## config.mk

```make
export PLATFORM = sky130hd
export DESIGN_NAME = sample_time_trigger
export DESIGN_NICKNAME = d
export VERILOG_FILES = /design/src/rtl/sample_time_trigger.sv
export SDC_FILE = /design/constraint.sdc
export NUM_CORES = 1
export LEC_CHECK = 0
export BUFFER_PORTS_ARGS = -buffer_cell sky130_fd_sc_hd__buf_2
export CELL_PAD_IN_SITES_DETAIL_PLACEMENT = 1
export CELL_PAD_IN_SITES_GLOBAL_PLACEMENT = 2
export CORE_ASPECT_RATIO = 2
export CORE_UTILIZATION = 46
export CTS_CLUSTER_DIAMETER = 150
export DETAILED_ROUTE_END_ITERATION = 6
export PLACE_DENSITY_LB_ADDON = 0.1
export SYNTH_ARGS = -nofsm -noshare
export SYNTH_HDL_FRONTEND = slang
export SYNTH_SLANG_ARGS = --single-unit
```

## constraint.sdc

```tcl
create_clock -name clk -period 13.52 [get_ports clk]
set_input_delay 0.676 -clock clk [delete_from_list [all_inputs] [get_ports clk]]
set_output_delay 0.676 -clock clk [all_outputs]
set_load 0.02 [all_outputs]
```

## src/rtl/sample_time_trigger.sv

```systemverilog
// Sample-accurate command trigger: queues timed commands, arms the oldest and fires it on a matching strobe.
// Optional build macro SAMPLE_TRIG_LATE_DROP_EN: late commands are discarded silently instead of firing.
module sample_time_trigger #(
  parameter int SAMPLE_CLK_WIDTH = 64,
  parameter int PAYLOAD_WIDTH    = 32,
  parameter int FIFO_DEPTH_LOG2  = 2
) (
  input  logic                        clk,
  input  logic                        aresetn,
  input  logic [SAMPLE_CLK_WIDTH-1:0] sample_idx,
  input  logic                        sample_idx_incr,
  input  logic [SAMPLE_CLK_WIDTH-1:0] cmd_time,
  input  logic [PAYLOAD_WIDTH-1:0]    cmd_payload,
  input  logic                        cmd_valid,
  output logic                        cmd_ready,
  input  logic                        flush,
  output logic                        trig_valid,
  output logic [PAYLOAD_WIDTH-1:0]    trig_payload,
  output logic                        trig_late,
  output logic                        armed,
  output logic [15:0]                 late_count
);

  localparam int DEPTH = 1 << FIFO_DEPTH_LOG2;
  localparam logic [FIFO_DEPTH_LOG2:0] DEPTH_V = DEPTH[FIFO_DEPTH_LOG2:0];

  logic [SAMPLE_CLK_WIDTH-1:0] mem_time    [DEPTH];
  logic [PAYLOAD_WIDTH-1:0]    mem_payload [DEPTH];

  logic [FIFO_DEPTH_LOG2:0]    wr_ptr_reg, rd_ptr_reg, fill;
  logic                        ready_en_reg;
  logic                        armed_reg;
  logic [SAMPLE_CLK_WIDTH-1:0] armed_time_reg;
  logic [PAYLOAD_WIDTH-1:0]    armed_payload_reg;
  logic                        trig_valid_reg;
  logic [PAYLOAD_WIDTH-1:0]    trig_payload_reg;
  logic [15:0]                 late_count_reg;

  logic                        full, empty, push, load;
  logic [SAMPLE_CLK_WIDTH-1:0] diff;
  logic                        compare, on_time, past, fire, late, trig_next;

  assign fill      = wr_ptr_reg - rd_ptr_reg;
  assign full      = (fill == DEPTH_V);
  assign empty     = (fill == '0);
  // Ready only rises on the first edge after reset release.
  assign cmd_ready = ready_en_reg & ~full & ~flush;
  assign push      = cmd_valid & cmd_ready;

  always_comb begin
    diff      = sample_idx - armed_time_reg;
    compare   = sample_idx_incr & armed_reg & ~flush;
    on_time   = (diff == '0);
    // Modular difference: MSB clear and non-zero means the target lies within the past half range.
    past      = ~diff[SAMPLE_CLK_WIDTH-1] & ~on_time;
    fire      = compare & (on_time | past);
    late      = compare & past;
    load      = ~flush & ~empty & (~armed_reg | fire);
`ifdef SAMPLE_TRIG_LATE_DROP_EN
    trig_next = fire & ~late;
`else
    trig_next = fire;
`endif
  end

  always_ff @(posedge clk) begin
    if (push) begin
      mem_time[wr_ptr_reg[FIFO_DEPTH_LOG2-1:0]]    <= cmd_time;
      mem_payload[wr_ptr_reg[FIFO_DEPTH_LOG2-1:0]] <= cmd_payload;
    end
  end

  always_ff @(posedge clk or negedge aresetn) begin
    if (!aresetn) begin
      ready_en_reg      <= 1'b0;
      wr_ptr_reg        <= '0;
      rd_ptr_reg        <= '0;
      armed_reg         <= 1'b0;
      armed_time_reg    <= '0;
      armed_payload_reg <= '0;
      trig_valid_reg    <= 1'b0;
      trig_payload_reg  <= '0;
      late_count_reg    <= '0;
    end else begin
      ready_en_reg   <= 1'b1;
      trig_valid_reg <= trig_next;
      if (push) wr_ptr_reg <= wr_ptr_reg + 1'b1;
      if (flush)     rd_ptr_reg <= wr_ptr_reg;
      else if (load) rd_ptr_reg <= rd_ptr_reg + 1'b1;
      // Zero-bubble refill: a firing slot is reloaded on the same edge.
      if (flush) begin
        armed_reg <= 1'b0;
      end else if (load) begin
        armed_reg         <= 1'b1;
        armed_time_reg    <= mem_time[rd_ptr_reg[FIFO_DEPTH_LOG2-1:0]];
        armed_payload_reg <= mem_payload[rd_ptr_reg[FIFO_DEPTH_LOG2-1:0]];
      end else if (fire) begin
        armed_reg <= 1'b0;
      end
      if (trig_next) trig_payload_reg <= armed_payload_reg;
      if (late && late_count_reg != 16'hFFFF) late_count_reg <= late_count_reg + 16'd1;
    end
  end

`ifdef SAMPLE_TRIG_LATE_DROP_EN
  assign trig_late = 1'b0;
`else
  logic trig_late_reg;
  always_ff @(posedge clk or negedge aresetn) begin
    if (!aresetn)       trig_late_reg <= 1'b0;
    else if (trig_next) trig_late_reg <= late;
  end
  assign trig_late = trig_late_reg;
`endif

  assign trig_valid   = trig_valid_reg;
  assign trig_payload = trig_payload_reg;
  assign armed        = armed_reg;
  assign late_count   = late_count_reg;

endmodule

```

Yosys cells after proc, flatten, opt, wreduce, memory -nomap -nowiden
Memories as Yosys holds them, arrays and structs flattened. A register that Yosys moved wholly into a read port is not among the register bits.
Index checks and enable logic that the tools add are counted.
{"block": "totals", "register_bits": 58, "latch_bits": 0, "ram_bits": 384, "rom_bits": 0, "inputBits": 165, "out_inout_bits": 52, "elab_cells": 50, "memories": 2}
{"name": "mem_time", "words": 4, "word_bits": 64, "read_ports": 1, "rd_ports_with_merged_regs": 1, "write_ports": 1, "line": "27", "rtl": "logic [SAMPLE_CLK_WIDTH-1:0] mem_time [DEPTH];"}
{"name": "mem_payload", "words": 4, "word_bits": 32, "read_ports": 1, "rd_ports_with_merged_regs": 1, "write_ports": 1, "line": "28", "rtl": "logic [PAYLOAD_WIDTH-1:0] mem_payload [DEPTH];"}
{"block": "op_classes", "addsub": 5, "multipliers": 0, "div": 0, "magnitude_cmp": 0, "n_eq_ne": 2, "shifts": 0, "mux": 7, "bitwise": 18, "n_reduce_logical": 8}
{"cell": "64-bit logical NOT", "count": 1}
{"cell": "64-bit subtractor", "count": 1}
{"cell": "16-bit by 1-bit adder with 16-bit output (second input constant)", "count": 1}
{"cell": "16-bit inequality test (second input constant)", "count": 1}
{"cell": "1-bit AND", "count": 10}
{"cell": "3-bit by 1-bit adder with 3-bit output (second input constant)", "count": 2}
{"cell": "3-bit two-way mux", "count": 2}
{"cell": "1-bit inverter", "count": 6}
{"cell": "1-bit two-way mux", "count": 5}
{"cell": "3-bit equality test (second input constant)", "count": 1}
{"cell": "3-bit logical NOT", "count": 1}
{"cell": "3-bit nonzero test", "count": 1}
{"cell": "3-bit subtractor", "count": 1}
{"cell": "1-bit logical NOT", "count": 2}
{"cell": "1-bit bitwise OR", "count": 2}
{"cell": "2-bit AND reduction", "count": 1}
{"cell": "2-bit nonzero test", "count": 1}
{"cell": "1-bit logical AND", "count": 1}

Longest topological paths before layout
{"block": "depth", "word_depth": 10, "mapped_depth": 17, "ltp_nobuf": 14}

Worst setup path before layout
No wires, ideal clock.
{"block": "synth_path", "path_type": "register -> register", "start": "register rd_ptr_reg[1]", "end": "memory mem_payload[3][0] (enable)", "setup_time_ns": 0.468, "arrival_time_ns": 4.939, "required_time_ns": 13.052, "path_slack_ns": 8.113, "path_stages_with_launch": 10, "path_buffers": 3, "synth_period_minus_slack_ns": 5.407, "cell_sequence": "dfrtp_1 > clkbuf_1 > clkbuf_1 > buf_1 > inv_1 > ha_1 > nor2b_1 > xnor2_1 > a311oi_1 > and3_1"}
{"block": "synth_via", "elab_chain_cells": 8}
{"element": "start: declaration", "line": "30", "rtl": "logic [FIFO_DEPTH_LOG2:0] wr_ptr_reg, rd_ptr_reg, fill;"}
{"element": "start signal: assignment", "line": "88", "rtl": "if (flush) rd_ptr_reg <= wr_ptr_reg;"}
{"element": "start signal: assignment", "line": "89", "rtl": "else if (load) rd_ptr_reg <= rd_ptr_reg + 1'b1;"}
{"element": "3-bit subtractor", "line": "43", "rtl": "assign fill = wr_ptr_reg - rd_ptr_reg;"}
{"element": "3-bit equality test", "line": "44", "rtl": "assign full = (fill == DEPTH_V);"}
{"element": "1-bit inverter", "line": "47", "rtl": "assign cmd_ready = ready_en_reg & ~full & ~flush;"}
{"element": "1-bit AND (2 in a row)", "line": "47"}
{"element": "net cmd_ready", "line": "15", "rtl": "output logic cmd_ready,"}
{"element": "1-bit AND", "line": "48", "rtl": "assign push = cmd_valid & cmd_ready;"}
{"element": "1-bit two-way mux", "line": "67", "rtl": "if (push) begin"}
{"element": "1-bit two-way mux (not written as such)", "line": "69", "rtl": "mem_payload[wr_ptr_reg[FIFO_DEPTH_LOG2-1:0]] <= cmd_payload;"}
{"element": "end: declaration", "line": "28"}
The timed path passes the listed nets, and every way through them passes these cells.

Final worst setup path
{"block": "layout_path", "start": "register armed_time_reg[43] (read register of mem_time)", "end": "register armed_time_reg[24] (read register of mem_time)"}
{"block": "layout_via", "elab_chain_cells": 9, "word_cells_on_any_way": 10, "cone_classes": "add/sub (1); bitwise (7); reduce/logical (2)"}
{"element": "start: declaration", "line": "33", "rtl": "logic [SAMPLE_CLK_WIDTH-1:0] armed_time_reg;"}
{"element": "64-bit subtractor (*)", "line": "51", "rtl": "diff = sample_idx - armed_time_reg;"}
{"element": "64-bit logical NOT", "line": "53", "rtl": "on_time = (diff == '0);"}
{"element": "1-bit inverter", "line": "55", "rtl": "past = ~diff[SAMPLE_CLK_WIDTH-1] & ~on_time;"}
{"element": "1-bit AND", "line": "55"}
{"element": "1-bit bitwise OR (*)", "line": "56", "rtl": "fire = compare & (on_time | past);"}
{"element": "1-bit AND (*)", "line": "56"}
{"element": "1-bit bitwise OR (*)", "line": "58", "rtl": "load = ~flush & ~empty & (~armed_reg | fire);"}
{"element": "1-bit AND (*)", "line": "58"}
{"element": "2-bit AND reduction (no line) (*)"}
Mark *: on every way between the ends. The rest lies on a longest branch, timed or not.
A chain may end at the register's enable or synchronous reset.

==> results.txt <==
Total power draw: 0.00629 W
Initial core utilization: 0.466
Critical Path RT: 13.99 ns
DRC: 0
Synthesized Nets: 2035
Congestion Overflow GR: 0
Pre-Repair DR Iteration Count: 5
Pwr dens: 223 nW/um^2
Port Buf Inserts: 216
RSZ-0062 raised after global routing: false
HP Class: input pin to async pin
Synth Register Bits: 538
Nets@finish: 2223
DR iter-0 viols: 706
Synth Warn #: 0
WL/cell: 26.5 um
Internal power: 0.00388 W
Final wirelength: 71600 um
Die Area: 55300 um^2
# hold bufs at CTS: 0
CP endpoint: armed_time_reg[24]$_DFFE_PN0P_
Setup bufs post-CTS: 0
Max Clk Rate: 186 MHz
Clock buffer depth: 3
Critical path launch point type: flop
Antenna-violating nets left: 0
Setup violations, final: 0
Die Y: 332 um
Skew final: 0.0158 ns
Worst-path clk slew: 0.06 ns
CTS sink cnt: 538
Post-synthesis sequential area ratio: 0.616
Post-CTS Resized: 0
Syn Area/Cell: 13.9 um^2
Row count: 120
TritonCTS clock tree: done
Maximum vdd ir drop: 0.142 mV
Post-synth EDFFs: 384
Most frequent cells in the layout: 384 x edfxtp_1, 216 x nand2_1, 215 x buf_2, 152 x dfrtp_1, 97 x mux2_2
Critical path arrival: 5.85 ns
CP Class: flop to flop
Number of CTS-inserted buffers: 46
Max-slew violation count: 0
Worst flop-to-flop path endpoint: armed_time_reg[24]$_DFFE_PN0P_
Start point of the critical path: armed_time_reg[43]$_DFFE_PN0P_
CTS Root Cell: clkbuf_16
Core area: 53600 um^2
Crit Path Max Fanout: 58
Area after DPL: 26700 um^2
CP peak stage delay: 0.82 ns
Hold WS: -0.00150 ns
Mapped cell area: 25000 um^2
Most frequent CP cell: buf_4
Via count: 15809
Fin crit share: 0.399
Skew-Pair Late Insertion Delay: 0.59 ns
LEAKAGE: 10.6 nW
Worst r2r src: armed_time_reg[43]$_DFFE_PN0P_
Final min period: 5.39 ns
Worst relative slew slack: 0.290
Die W: 167 um
I/O pins: 217
Netlist cell types: 91
MaxCap Viol Count: 0
Largest net degree at the start of global routing: 67
Layout area overhead: 12.9%
Non-Filler Cell Area, Final: 28200 um^2
Status: complete, but fails checks
RePlAce Congestion: 0.950
Setup crit end kind: flop
R2r setup slk: 8.13 ns
Sw frac: 0.383
Final Hold Fails: 1
Worst-Margin Slew: 1.05 ns
Setup TNS: 0 ns
Vias in the first global route: 17870
Vias per cell: 5.86
CP max-delay cell: buf_4
Most common cell after layout, fill and taps aside: edfxtp_1
FFs w/ async S/R, synth: 0.286
Comb pwr share: 0.424
Number of flip-flops in the largest register: 256
Register share of total power: 0.361
Post-synth top flop: edfxtp_1
Worst-path cell chain: inv_1, ha_1, nand4_1, nor4_1, nor2b_1, a21oi_1, nand3_1, xnor2_1, nand2_1, buf_4, a211o_4, buf_4, mux2_2
First-pass GRT wire length: 109000 um
DP Wirelength: 52100 um
Total GRT Usage: 0.266
Antenna violations before repair: 16
Clk pwr share: 0.215
Share of cells above drive strength 1: 0.269
Syn Inst Count: 1799
Reg2reg path depth: 13
H-tree depth: 2
Failing checks: negative hold slack
Net Switching: 0.00241 W
==> synthesized netlist by cell type, types with 4 or more instances <==
master | number | area (um^2)
edfxtp_1 | 384 | 11500
nand2_1 | 216 | 811
dfrtp_1 | 154 | 3850
mux2_2 | 97 | 1090
mux4_2 | 96 | 2160
a21oi_1 | 90 | 450
inv_1 | 81 | 304
nor2_1 | 72 | 270
ha_1 | 71 | 888
o21ai_0 | 64 | 320
clkbuf_1 | 54 | 203
xnor2_1 | 46 | 403
nand4_1 | 40 | 250
nand3_1 | 35 | 175
buf_2 | 25 | 125
a21o_1 | 17 | 128
nor3_1 | 16 | 80.1
o211ai_1 | 16 | 120
and3_1 | 12 | 75.1
o21a_1 | 12 | 90.1
xor2_1 | 12 | 105
or2_2 | 11 | 68.8
a31oi_1 | 10 | 62.6
nor4_1 | 10 | 62.6
and2_1 | 9 | 56.3
a211oi_1 | 8 | 60.1
and4_1 | 8 | 70.1
mux2i_1 | 8 | 80.1
o21bai_1 | 6 | 45.0
a21boi_0 | 5 | 37.5
buf_1 | 5 | 18.8
o21ai_1 | 5 | 25.0
a31o_2 | 4 | 35.0
nand3b_1 | 4 | 30.0
o31ai_1 | 4 | 30.0
==> stage by stage <==
stage	cells	hold WS (ns)	setup slack (ns)	util
4_1_cts	2695	0.00519	8.02	0.526
6_report	2698	-0.00150	8.13	0.526
2_1_floorplan	1799	0.380	8.11	-
5_1_grt	2697	0.0280	7.78	0.526
3_3_place_gp	2610	0.445	7.65	0.497
3_5_place_dp	2610	0.459	7.66	0.497
==> power by group through the flow <==
stage | Clock (W) | Sequential, W | Combinational [W]
2_1_floorplan | 0 | 0.00225 | 0.00184
3_5_place_dp | 0 | 0.00231 | 0.00268
5_1_grt | 0.00143 | 0.00231 | 0.00289
4_1_cts | 0.00139 | 0.00228 | 0.00270
3_3_place_gp | 0 | 0.00228 | 0.00264
6_report | 0.00135 | 0.00227 | 0.00267
==> kinds of logic (layout without fill, tap and decap cells) <==
| logic type | count (synthesis) | count (layout) | share of synthesized area |
|---|---|---|---|
| DFF | 538 | 538 | 0.616 |
| and+or+nand+nor | 463 | 463 | 0.0888 |
| AOI/OAI and AO/OA | 294 | 294 | 0.0774 |
| muxes | 203 | 203 | 0.134 |
| buffers and inverters | 171 | 396 | 0.0279 |
| adders and majority gates | 71 | 71 | 0.0355 |
| xor gates and xnor gates | 58 | 58 | 0.0203 |
| other | 1 | 4 | 0.000150 |
==> worst max-delay path: cells and delay by family (launching register included) <==
| family | cells | cell delay, ns |
|---|---|---|
| XOR/XNOR | 1 | 0.17 |
| multiplexers | 1 | 0.42 |
| buffers and inverters | 3 | 1.35 |
| adder cells (fa/ha/maj) | 1 | 0.61 |
| flip-flops | 1 | 0.35 |
| AND/OR/NAND/NOR | 5 | 1.52 |
| AO/OA/AOI/OAI | 2 | 0.74 |
==> per-layer routing <==
metal,share of wire,track usage,up-vias,wire length (um)
met5,0.0024,0,-,173
met3,0.038,0.0429,187,2690
li1,-,-,7171,-
met2,0.56,0.508,351,39900
met4,0.054,0.137,26,3860
met1,0.35,0.274,8074,25000
==> worst min-delay path by stage <==
stage,start,to,slack (ns),cells after the start
2_1_floorplan,aresetn,armed$_DFFE_PN0P_,0.38,0
3_5_place_dp,armed_payload_reg[3]$_DFFE_PN0P_,trig_payload[3]$_DFFE_PN0P_,0.46,2
5_1_grt,aresetn,armed_time_reg[23]$_DFFE_PN0P_,0.03,1
4_1_cts,aresetn,armed_time_reg[24]$_DFFE_PN0P_,0.005,1
3_3_place_gp,armed_payload_reg[5]$_DFFE_PN0P_,trig_payload[5]$_DFFE_PN0P_,0.44,2
6_report,aresetn,armed_time_reg[23]$_DFFE_PN0P_,-0.002,1
==> layout make-up <==
cell class / count / area [um^2]
sequential: 538 / 15400
multi-input combinational: 1090 / 8940
timing repair buffer: 229 / 1180
tap: 671 / 840
clock inverter: 16 / 188
antenna: 3 / 7.51
fill: 5369 / 25400
inverter: 82 / 308
clock buffer: 69 / 1360
Power figures use the tool's default switching activity.
